$ cat src/rtl/lfsr_pkg.sv
// Shared definitions for the LFSR sequencer: FSM state encoding and
// default width / tap constants.
package lfsr_pkg;

  localparam int unsigned LFSR_WIDTH_DEF = 4;
  localparam int unsigned LFSR_CNTW_DEF  = 8;
  // x^4 + x^3 + 1: maximal length (period 15) for the default width
  localparam logic [LFSR_WIDTH_DEF-1:0] LFSR_TAPS_DEF = 4'b1100;

  typedef enum logic [1:0] {
    ST_IDLE = 2'd0,
    ST_LOAD = 2'd1,
    ST_RUN  = 2'd2,
    ST_DONE = 2'd3
  } lfsr_state_t;

endpackage

$ cat src/rtl/lfsr_core.sv
// WIDTH-bit Fibonacci LFSR register with load and shift enables.
// Ports:
//   clk, rst       clock, async active-high reset (q -> 0)
//   load, seed     load seed into q (has priority over shift)
//   shift          advance one step: q <= {q[WIDTH-2:0], ^(q & TAPS)}
//   q              current register value
//   q_next_c       combinational value q would take on a shift
module lfsr_core
  import lfsr_pkg::*;
#(
  parameter int unsigned      WIDTH = LFSR_WIDTH_DEF,
  parameter logic [WIDTH-1:0] TAPS  = WIDTH'(LFSR_TAPS_DEF)
) (
  input  logic             clk,
  input  logic             rst,
  input  logic             load,
  input  logic             shift,
  input  logic [WIDTH-1:0] seed,
  output logic [WIDTH-1:0] q,
  output logic [WIDTH-1:0] q_next_c
);

  // Next value: shift left, feedback enters at bit 0
  assign q_next_c = {q[WIDTH-2:0], ^(q & TAPS)};

  always_ff @(posedge clk or posedge rst) begin
    if (rst) begin
      q <= '0;
    end else if (load) begin
      q <= seed;
    end else if (shift) begin
      q <= q_next_c;
    end
  end

endmodule

$ cat src/rtl/lfsr_seq_ctrl.sv
// LFSR run sequencer: captures a seed/step count on start, loads the LFSR,
// shifts for a fixed number of steps (or until stop in free-run mode) and
// reports completion, zero-seed error and period detection.
// Ports:
//   clk, rst                 clock, async active-high reset
//   start, seed, steps,      run request and its parameters (sampled in IDLE)
//   free_run
//   stop                     abort / terminate a run (honoured in RUN only)
//   q, bit_out               LFSR state and its MSB
//   busy                     high in LOAD and RUN
//   done                     one-cycle pulse in DONE
//   seed_err                 captured seed was zero (held until next start)
//   period_hit               pulse after a shift that returns q to the seed
//   step_cnt                 shifts performed, saturating
module lfsr_seq_ctrl
  import lfsr_pkg::*;
#(
  parameter int unsigned      WIDTH = LFSR_WIDTH_DEF,
  parameter logic [WIDTH-1:0] TAPS  = WIDTH'(LFSR_TAPS_DEF),
  parameter int unsigned      CNTW  = LFSR_CNTW_DEF
) (
  input  logic             clk,
  input  logic             rst,
  input  logic             start,
  input  logic [WIDTH-1:0] seed,
  input  logic [CNTW-1:0]  steps,
  input  logic             free_run,
  input  logic             stop,
  output logic [WIDTH-1:0] q,
  output logic             bit_out,
  output logic             busy,
  output logic             done,
  output logic             seed_err,
  output logic             period_hit,
  output logic [CNTW-1:0]  step_cnt
);

  lfsr_state_t      state, state_nxt;
  logic [WIDTH-1:0] seed_r;
  logic [CNTW-1:0]  steps_r;
  logic             free_run_r;

  logic             accept_c;
  logic             load_en_c;
  logic             shift_en_c;
  logic             seed_zero_c;
  logic [CNTW-1:0]  steps_last_c;
  logic [WIDTH-1:0] q_next_c;

  lfsr_core #(
    .WIDTH (WIDTH),
    .TAPS  (TAPS)
  ) u_core (
    .clk      (clk),
    .rst      (rst),
    .load     (load_en_c),
    .shift    (shift_en_c),
    .seed     (seed_r),
    .q        (q),
    .q_next_c (q_next_c)
  );

  assign bit_out      = q[WIDTH-1];
  assign seed_zero_c  = (seed_r == '0);
  // step_cnt value at which the upcoming shift is the final one
  assign steps_last_c = steps_r - CNTW'(1);

  // State register
  always_ff @(posedge clk or posedge rst) begin
    if (rst) begin
      state <= ST_IDLE;
    end else begin
      state <= state_nxt;
    end
  end

  // Next-state and datapath enables
  always_comb begin
    state_nxt  = state;
    accept_c   = 1'b0;
    load_en_c  = 1'b0;
    shift_en_c = 1'b0;
    case (state)
      ST_IDLE: begin
        if (start) begin
          accept_c  = 1'b1;
          state_nxt = ST_LOAD;
        end
      end
      ST_LOAD: begin
        load_en_c = 1'b1;
        if (seed_zero_c || (steps_r == '0 && !free_run_r)) begin
          state_nxt = ST_DONE;
        end else begin
          state_nxt = ST_RUN;
        end
      end
      ST_RUN: begin
        // stop wins over a coinciding final shift
        if (stop) begin
          state_nxt = ST_DONE;
        end else begin
          shift_en_c = 1'b1;
          if (!free_run_r && step_cnt == steps_last_c) begin
            state_nxt = ST_DONE;
          end
        end
      end
      ST_DONE: begin
        state_nxt = ST_IDLE;
      end
      default: begin
        state_nxt = ST_IDLE;
      end
    endcase
  end

  // Captured run parameters, counter and status flags
  always_ff @(posedge clk or posedge rst) begin
    if (rst) begin
      seed_r     <= '0;
      steps_r    <= '0;
      free_run_r <= 1'b0;
      step_cnt   <= '0;
      busy       <= 1'b0;
      done       <= 1'b0;
      seed_err   <= 1'b0;
      period_hit <= 1'b0;
    end else begin
      busy       <= (state_nxt == ST_LOAD) || (state_nxt == ST_RUN);
      done       <= (state_nxt == ST_DONE);
      period_hit <= shift_en_c && (q_next_c == seed_r);

      if (accept_c) begin
        seed_r     <= seed;
        steps_r    <= steps;
        free_run_r <= free_run;
        seed_err   <= 1'b0;
      end

      if (load_en_c) begin
        step_cnt <= '0;
        seed_err <= seed_zero_c;
      end else if (shift_en_c && step_cnt != '1) begin
        step_cnt <= step_cnt + CNTW'(1);
      end
    end
  end

endmodule

$ cat config.mk
export PLATFORM = sky130hd
export DESIGN_NAME = lfsr_seq_ctrl
export DESIGN_NICKNAME = d
export VERILOG_FILES = /design/src/rtl/lfsr_pkg.sv /design/src/rtl/lfsr_core.sv /design/src/rtl/lfsr_seq_ctrl.sv
export SDC_FILE = /design/constraint.sdc
export NUM_CORES = 1
export LEC_CHECK = 0
export ABC_AREA = 0
export CAP_MARGIN = 20
export CORE_ASPECT_RATIO = 0.5
export CORE_MARGIN = 4
export CORE_UTILIZATION = 55
export CTS_CLUSTER_DIAMETER = 200
export DETAILED_ROUTE_END_ITERATION = 8
export PLACE_DENSITY_LB_ADDON = 0.2
export REMOVE_ABC_BUFFERS = 1
export SYNTH_ARGS = -nofsm -noshare
export SYNTH_HDL_FRONTEND = slang
export SYNTH_SLANG_ARGS = --single-unit
export TNS_END_PERCENT = 1
$ cat constraint.sdc
create_clock -name clk -period 5.7 [get_ports clk]
set_input_delay 1.14 -clock clk [delete_from_list [all_inputs] [get_ports clk]]
set_output_delay 1.14 -clock clk [all_outputs]
set_load 0.02 [all_outputs]
==> results of run 1 <==
layer usage:
layer  global-route usage (%)  part of all wire (%)  up-vias
li1                         -                     -      637
met1                     24.1                    47      638
met2                     29.0                    45       34
met3                     6.70                   6.2        8
met4                     9.17                   1.9        0
met5                        0                     0        -
worst register-to-register path, cell delays in order, from the launching register on:
cell and delay (ns):
dfrtp_1 0.46, inv_1 0.07, ha_1 0.32, o21bai_1 0.21, a211o_2 0.33, a21oi_1 0.12, nor2_1 0.08, o41ai_1 0.39
ha_1 0.30
final cells by class:
| cell class | instances | area (sq um) |
|---|---|---|
| Clock buffer | 8 | 100 |
| Fill cell | 228 | 833 |
| Inverter | 6 | 22.5 |
| Multi-Input combinational cell | 119 | 893 |
| Sequential cell | 31 | 776 |
| Tap cell | 40 | 50.0 |
| Timing Repair Buffer | 34 | 338 |
power by group through the flow:
stage          Clock (W)  Sequential (W)  Combinational, W
4_1_cts         0.000197        0.000415          0.000495
3_3_place_gp           0        0.000415          0.000473
5_1_grt         0.000206        0.000432          0.000545
3_5_place_dp           0        0.000418          0.000491
6_report        0.000191        0.000418          0.000491
2_1_floorplan          0        0.000433          0.000311
registers in the layout, indices dropped and copies added, names as in the netlist, 2 cells and up:
| register | flops |
|---|---|
| u_core.q | 4 |
| seed_r | 4 |
| state | 2 |
| steps_r | 8 |
| step_cnt | 8 |
logic make-up after synthesis:
kind of cell	after synthesis	synth area share, %
AO/OA/AOI/OAI	23	9.47
XOR/XNOR	20	10.1
adder cells (fa/ha/maj)	7	5.06
buffers and inverters	13	3.54
flip-flops	31	44.8
multiplexers	18	11.4
AND/OR/NAND/NOR	51	15.6
metrics by stage:
| stage | utilization [%] | hold slack [ns] | total power (W) | cells |
|---|---|---|---|---|
| finish | 72.3 | 0.527 | 0.00110 | 238 |
| global route | 72.3 | 0.534 | 0.00118 | 238 |
| CTS | 72.3 | 0.532 | 0.00111 | 238 |
| detailed placement | 69.0 | 0.517 | 0.000909 | 230 |
| global placement | 69.0 | 0.516 | 0.000888 | 230 |
| floorplan | - | 0.494 | 0.000745 | 156 |
worst max path at each step:
stage	endpoint	slack, ns	cells after the start
after floorplan	busy$_DFF_PP0_	3.37	6
after global placement	busy$_DFF_PP0_	2.81	7
after detailed placement	busy$_DFF_PP0_	2.75	7
after CTS	busy$_DFF_PP0_	3.03	7
after global routing	busy$_DFF_PP0_	2.87	7
final	busy$_DFF_PP0_	3.03	7
cells in the final DEF (no fill, tap or decap), drive strengths merged, types with 3 or more instances in the layout:
cell / netlist / final
a21oi: 5 / 5
clkbuf: 3 / 8
clkdlybuf4s50: 0 / 33
dfrtp: 31 / 31
ha: 7 / 7
inv: 6 / 6
mux2: 13 / 13
mux2i: 5 / 5
nand2: 13 / 13
nand2b: 4 / 4
nand4: 4 / 4
nor2: 13 / 13
nor2b: 3 / 3
nor4: 4 / 4
o21ai: 4 / 4
xnor2: 7 / 7
xor2: 13 / 13
==> metrics, run 1 <==
CTS tree yes; Worst setup startpoint start; vias per std cell 5.53; Max Cap Violations 0; DIE HEIGHT roughly 48 um; post-synthesis async set-or-reset flop share 100%; Cells after Synth 163; clock network power share 17.4%; Hold Fails Final Rpt 0; Hold Path Cell Cnt 1; register share of total power 38.0%; CP required 5.87 ns; Max stage delay on crit path 0.47 ns; I/O Buffers 33; Hold Crit Start seed_err$_DFFE_PP0P_; # nets final 221; Worst slew margin 59.0%; Post-DRT Antenna Nets 0; vias in the first global route approximately 1200; LEAKAGE roughly 0.94 nW; post-CTS setup buffer count 0; die footprint 4160 sq um; Slew Viols, Final 0; Reg2Reg Depth 8; Starting Density 57.4%; die width 87.3 um; clock root buffer clkbuf_8; clock-pin slew on the worst setup and hold paths roughly 0.06 ns; Crit-path slowest cell clkdlybuf4s50_1; crit path DAT 2.84 ns; final global-route overflow total 0; post-layout min period 2.67 ns; Comb pwr share 44.6%; Final Setup Violations 0; largest net degree at the start of global routing 32; detailed-route wire length per cell around 15 um; Synth-to-Final Area Change 26.0%; ys flop type dfrtp_1; Inserted Diodes 0; vias after detailed routing 1317; Num CTS Buffers 5; I/O Pins 34; cell taking the most area after synthesis dfrtp_1; Design Area, Final 2180 sq um; flip-flop and latch count after synthesis 31; core box area 3010 sq um; crit end category flip-flop; outcome completed; CP Class input pin to flip-flop; warnings from Yosys 0; PD cells 505 nW/um^2; DP Worst Slack around 2.7 ns; sequential fraction of the synthesis area 44.8%; post_cts resized 0; CTS Hold Bufs 0; EDFF count, synth 0; Distinct cells, synth 40; worst min path class flip-flop to flip-flop; crit path max fanout 2; cell area after placement 2080 sq um; std cell rows 14; internal cell power 0.000667 W; DRC 0; unrepaired setup endpoints after global routing no; syn_area_per_cell 10.6 sq um; setup TNS 0 ns; launching point of the worst reg2reg path steps_r[0]$_DFFE_PP0P_; most common cell in the synthesized netlist dfrtp_1; r2r setup slk 3.32 ns; Commonest cells post-synth 31 x dfrtp_1, 13 x mux2_2, 13 x nand2_1, 13 x nor2_1, 13 x xor2_1; Sink Count 31; Netlist Area Pre-Place 1730 sq um; Peak Freq 375 MHz; Synth top area share 44.8%; final RePlAce weighted congestion 0.857; share of cells above drive strength 1 13.6%; drt first pass iters 4; All-Layer GR Usage 18.8%; WL final roughly 3600 um; Buf+Inv Stages, Crit Path 1; Clock Skews approximately 0.0032 ns; first-iteration detailed-routing DRC count 45; worst skew pair latency 0.28 ns; synth top area cells dfrtp_1 45%, mux2_2 8.5%, xor2_1 6.6%; delay-heaviest family, CP simple AND/OR/NAND/NOR gates; Worst Tran Pin Value just over 0.6 ns; Final Cycle Share a little under half; Psw 0.000433 W; global-route wire length before repair 5660 um; Max clock buf depth 2; switch share 39.4%; Startpoint Class input pin; WHS Endpoint seed_err$_DFFE_PP0P_; H-tree Lvls 2; Final HPWL DP 2580 um; setup slack after layout 3.03 ns; Critical R2R Capture busy$_DFF_PP0_; crit-path cells clkdlybuf4s50_1, nand2b_1, nor2_1, nor4b_1, nand4_1, o41ai_1, ha_1; Max IR drop VDD 316 uV; initial antenna violation count 0
Power figures use the tool's default switching activity.
==> inputs of run 2 (changes only) <==
Settings changed: CORE_UTILIZATION 55 to 51.
Clock period 5.7 ns to 2.72 ns, I/O delays scaled along.
==> run 2 against run 1 <==
Effect of this change: utilization down 2.6 points; clock power up 90%; setup slack worse by 2.7 ns; cell count unchanged; sequential cell count unchanged; via count up 2.4%; die area up 6.8%; power up 110%; register-to-register slack worse by 3.0 ns; non-clock buffer count up 1; sequential share of layout area up 0.082 points; critical path depth up 1.
==> metrics, run 2 (synthesized netlist as in run 1, its figures left out) <==
# nets final around 220; I/O Buffers 33; # fillers 248; worst skew pair latency around 0.28 ns; post-CTS setup buffer count 0; internal cell power 0.00138 W; most frequent cells in the layout 33 x clkdlybuf4s50_1, 31 x dfrtp_1; drt first pass iters 4; All-Layer GR Usage 17.8%; post_cts resized 0; PD cells 1050 nW/um^2; final global-route overflow total 0; Slew Viols, Final 0; crit end category flip-flop; Comb pwr share 45.9%; largest net degree at the start of global routing 32; DIE HEIGHT 49.2 um; crit path DAT about 2.5 ns; clock root buffer clkbuf_8; Startpoint Class flip-flop; global-route wire length before repair ~6000 um; post-layout min period 2.36 ns; Worst slew margin ~58%; WL final between 3000 and 4000 um; final RePlAce weighted congestion roughly 0.8; Final Cycle Share 86.9%; Starting Density between 50% and 60%; Worst setup startpoint steps_r[0]$_DFFE_PP0P_; Num CTS Buffers 5; Psw about 0.00092 W; Clock Skews between 0.007 and 0.008 ns; # placed instances 231; DRC 0; die footprint between 4000 and 5000 sq um; crit path max fanout 9; initial antenna violation count 0; CP required 2.89 ns; Hold Crit Start seed_err$_DFFE_PP0P_; register share of total power 38.3%; Pwr Total 0.00229 W; first-iteration detailed-routing DRC count 61; std cell rows 14; fin cells 238; die width 90.4 um; minimum hold slack between 0.5 and 0.6 ns; Reg2Reg Depth 8; CTS tree yes; vias after detailed routing 1349; LEAKAGE 0.940 nW; biggest regs step_cnt (8), steps_r (8); Post-DRT Antenna Nets 0; clock network power share around 16%; r2r setup slk 0.36 ns; unrepaired setup endpoints after global routing no; detailed-route wire length per cell around 15 um; Max clock buf depth 2; Synth-to-Final Area Change 25.7%; Max IR drop VDD slightly above 600 uV; vias in the first global route 1317; Sink Count 31; I/O Pins 34; Worst Tran Pin Value 0.622 ns; switch share 40.0%; outcome completed; share of cells above drive strength 1 between 10% and 20%; setup TNS 0 ns; worst min path class flip-flop to flip-flop; Final Setup Violations 0; launching point of the worst reg2reg path steps_r[0]$_DFFE_PP0P_; Hold Fails Final Rpt 0; vias per std cell 5.67; Max Cap Violations 0; CTS Hold Bufs 0; H-tree Lvls 2; Peak Freq approximately 420 MHz; most common cell after layout, fill and taps aside clkdlybuf4s50_1; Inserted Diodes 0; Final HPWL DP 2700 um; clock-pin slew on the worst setup and hold paths 0.06 ns; CP Class flip-flop to flip-flop; Critical R2R Capture busy$_DFF_PP0_; Hold Path Cell Cnt 1; core box area between 3000 and 4000 sq um; WHS Endpoint seed_err$_DFFE_PP0P_
[run 2: cell types whose count changed in the layout (fill, tap and decap cells not counted)]
| cell | change |
|---|---|
| clkinv_2 | +1 |
| clkbuf_1 | -1 |
| buf_4 | +1 |
| clkbuf_8 | -1 |
[run 2: cell type report]
| cell class | count | area [sq um] | area share (%) |
|---|---|---|---|
| multi-input combinational | 119 | 893 | 41.1 |
| timing repair buffer | 35 | 345 | 15.9 |
| clock inverter | 1 | 5.00 | 0.230 |
| sequential | 31 | 776 | 35.7 |
| tap | 40 | 50.0 | 2.30 |
| inverter | 6 | 22.5 | 1.04 |
| clock buffer | 6 | 82.6 | 3.80 |
[run 2: metal layers]
metal | vias up | part of all wire (%) | GRT usage, %
met1 | 662 | 47 | 23.4
met2 | 41 | 44 | 26.8
met3 | 8 | 7.2 | 6.01
li1 | 638 | - | -
met5 | - | 0 | 0
met4 | 0 | 1.5 | 7.61
[run 2: worst max-delay path: stages, from the launching register on]
cell	delay [ns]
dfrtp_1	0.43
inv_1	0.06
ha_1	0.32
o21bai_1	0.21
a211o_2	0.33
a21oi_1	0.12
nor2_1	0.08
o41ai_1	0.40
ha_1	0.30
[run 2: power by group through the flow]
stage / sequential, W / combinational [W] / clock (W)
6_report: 0.000878 / 0.00105 / 0.000362
5_1_grt: 0.000913 / 0.00116 / 0.000387
4_1_cts: 0.000875 / 0.00106 / 0.000371
3_5_place_dp: 0.000881 / 0.00105 / 0
3_3_place_gp: 0.000871 / 0.00101 / 0
2_1_floorplan: 0.000908 / 0.000652 / 0
[run 2: worst max path at each step]
stage                           endpoint  slack [ns]  depth (start not counted)
after CTS                 busy$_DFF_PP0_        0.35                          8
after detailed placement  busy$_DFF_PP0_        0.28                          7
after global placement    busy$_DFF_PP0_        0.40                          7
final                     busy$_DFF_PP0_        0.36                          8
after global routing      busy$_DFF_PP0_        0.16                          8
after floorplan           busy$_DFF_PP0_        0.58                          8
[run 2: through the flow]
stage	worst slack, ns	instance area, sq um	util (%)
final	0.355	2170	69.7
after global routing	0.161	2170	69.7
after CTS	0.347	2170	69.7
after global placement	0.400	2090	66.9
after floorplan	0.576	1690	-
after detailed placement	0.275	2090	66.9
==> inputs of run 3 (changes only) <==
Clock period 2.72 ns to 2.3 ns, I/O delays scaled along.
==> run 3 against run 2 <==
Effect of this change: worst hold slack better by 0.0036 ns; register-to-register slack worse by 0.23 ns; count of clock-buffer cells in the layout is 1 higher; highest routed layer unchanged; sequential cell count stayed put; sequential power is 15% higher; utilization is 0.76 points higher; power is 19% higher.
==> metrics, run 3 (synthesized netlist as in run 1, its figures left out) <==
DP Worst Slack -0.115 ns; final RePlAce weighted congestion 0.839; delay-heaviest family, CP compound AO/OA/AOI/OAI gates; most common cell after layout, fill and taps aside clkdlybuf4s50_1; crit path max fanout 5; share of cells above drive strength 1 15.3%; vias per std cell 5.50; LEAKAGE 0.955 nW; CTS tree yes; final global-route overflow total 0; # fillers 260; cell repeated most along the worst path ha_1; H-tree Lvls 2; clock-pin slew on the worst setup and hold paths approximately 0.060 ns; Final HPWL DP 2710 um; area of the multi-input gates 893 sq um; post-CTS setup buffer count 0; worst skew pair latency 0.28 ns; die footprint 4450 sq um; global-route wire length before repair 6210 um; most frequent cells in the layout 33 x clkdlybuf4s50_1, 31 x dfrtp_1; setup TNS 0 ns; Final Setup Violations 0; Pwr Total 0.00272 W; Startpoint Class flip-flop; CP required between 2 and 2.5 ns; All-Layer GR Usage 17.6%; CP Class flip-flop to flip-flop; post_cts resized 0; Post-DRT Antenna Nets 0; crit-path cells inv_1, ha_1, o21bai_1, a211o_2, a21oi_1, nor2_1, o41ai_1, ha_1; Worst slew margin 59.4%; crit path DAT 2.34 ns; die width 90.4 um; Starting Density 55.5%; initial antenna violation count 0; std cell rows 14; DRC 0; Sink Count 31; PD cells 1240 nW/um^2; vias after detailed routing 1336; # nets final between 200 and 250; Slew Viols, Final 0; Worst Tran Pin Value 0.607 ns; Hold Fails Final Rpt 0; post-layout min period about 2.2 ns; Num CTS Buffers 5; worst min path class flip-flop to flip-flop; Sequential Area between 700 and 800 sq um; Max clock buf depth 2; Clock Skews 0.00454 ns; detailed-route wire length per cell 14.9 um; core box area 3120 sq um; I/O Pins 34; Max IR drop VDD 579 uV; Max stage delay on crit path 0.41 ns; crit end category flip-flop; outcome completed; unrepaired setup endpoints after global routing no; Final Cycle Share 94.5%; WL final 3630 um; Max Cap Violations 0; largest net degree at the start of global routing 32; Inserted Diodes 0; DIE HEIGHT 49.2 um; I/O Buffers 33; Crit-path slowest cell dfrtp_1; biggest regs step_cnt (8), steps_r (8); first-iteration detailed-routing DRC count 85; Buf+Inv Stages, Crit Path 1; Peak Freq 460 MHz; CTS Hold Bufs 0; clock root buffer clkbuf_8; Synth-to-Final Area Change 27.0%; Core Util, Final 70.5%; setup slack after layout ~0.13 ns; vias in the first global route approximately 1200; drt first pass iters 5
[run 3: changes by cell type in the layout (fill, tap and decap cells not counted), sizes merged]
cell,delta
buf,+4
clkbuf,+1
[run 3: worst register-to-register path, cell delays in order (launching register included)]
cell,delay (ns)
dfrtp_1,0.41
inv_1,0.06
ha_1,0.18
o21bai_1,0.16
a211o_2,0.35
a21oi_1,0.13
nor2_1,0.09
o41ai_1,0.40
ha_1,0.29
[run 3: metrics by stage]
step,hold slack [ns],cell area [sq um],instances
2_1_floorplan,0.494,1690,156
3_3_place_gp,0.516,2120,235
3_5_place_dp,0.517,2120,235
4_1_cts,0.531,2200,243
5_1_grt,0.541,2200,243
6_report,0.528,2200,243
[run 3: metal layers]
layer	part of all wire, %	vias to the layer above	global-route usage (%)	wire length, um
met1	49	644	24.3	1770
li1	-	646	-	-
met5	0	-	0	0
met4	0.96	0	5.84	35
met3	7.4	4	6.01	269
met2	43	42	26.0	1550
[run 3: layout make-up]
type	count	area share [%]
inverter	6	1.02
clock buffer	7	3.47
timing repair buffer	39	17.1
clock inverter	1	0.228
multi-input combinational	119	40.6
sequential	31	35.3
tap	40	2.28
[run 3: worst paths after layout]
kind                                        start                      to  slack, ns  cells past startpoint
setup / recovery           steps_r[1]$_DFFE_PP0P_          busy$_DFF_PP0_       0.13                      8
hold / removal               seed_err$_DFFE_PP0P_    seed_err$_DFFE_PP0P_       0.53                      1
setup reg to reg           steps_r[1]$_DFFE_PP0P_          busy$_DFF_PP0_       0.13                      8
hold reg to reg              seed_err$_DFFE_PP0P_    seed_err$_DFFE_PP0P_       0.53                      1
max in group asynchronous                     rst  steps_r[0]$_DFFE_PP0P_       1.45                      3
min in group asynchronous                     rst      state[0]$_DFF_PP0_       0.56                      3
[run 3: where the power goes]
group	total, W	switching, W	internal, W
registers	0.00101	0.000251	0.000761
logic	0.00130	0.000634	0.000665
clock network	0.000406	0.000195	0.000212
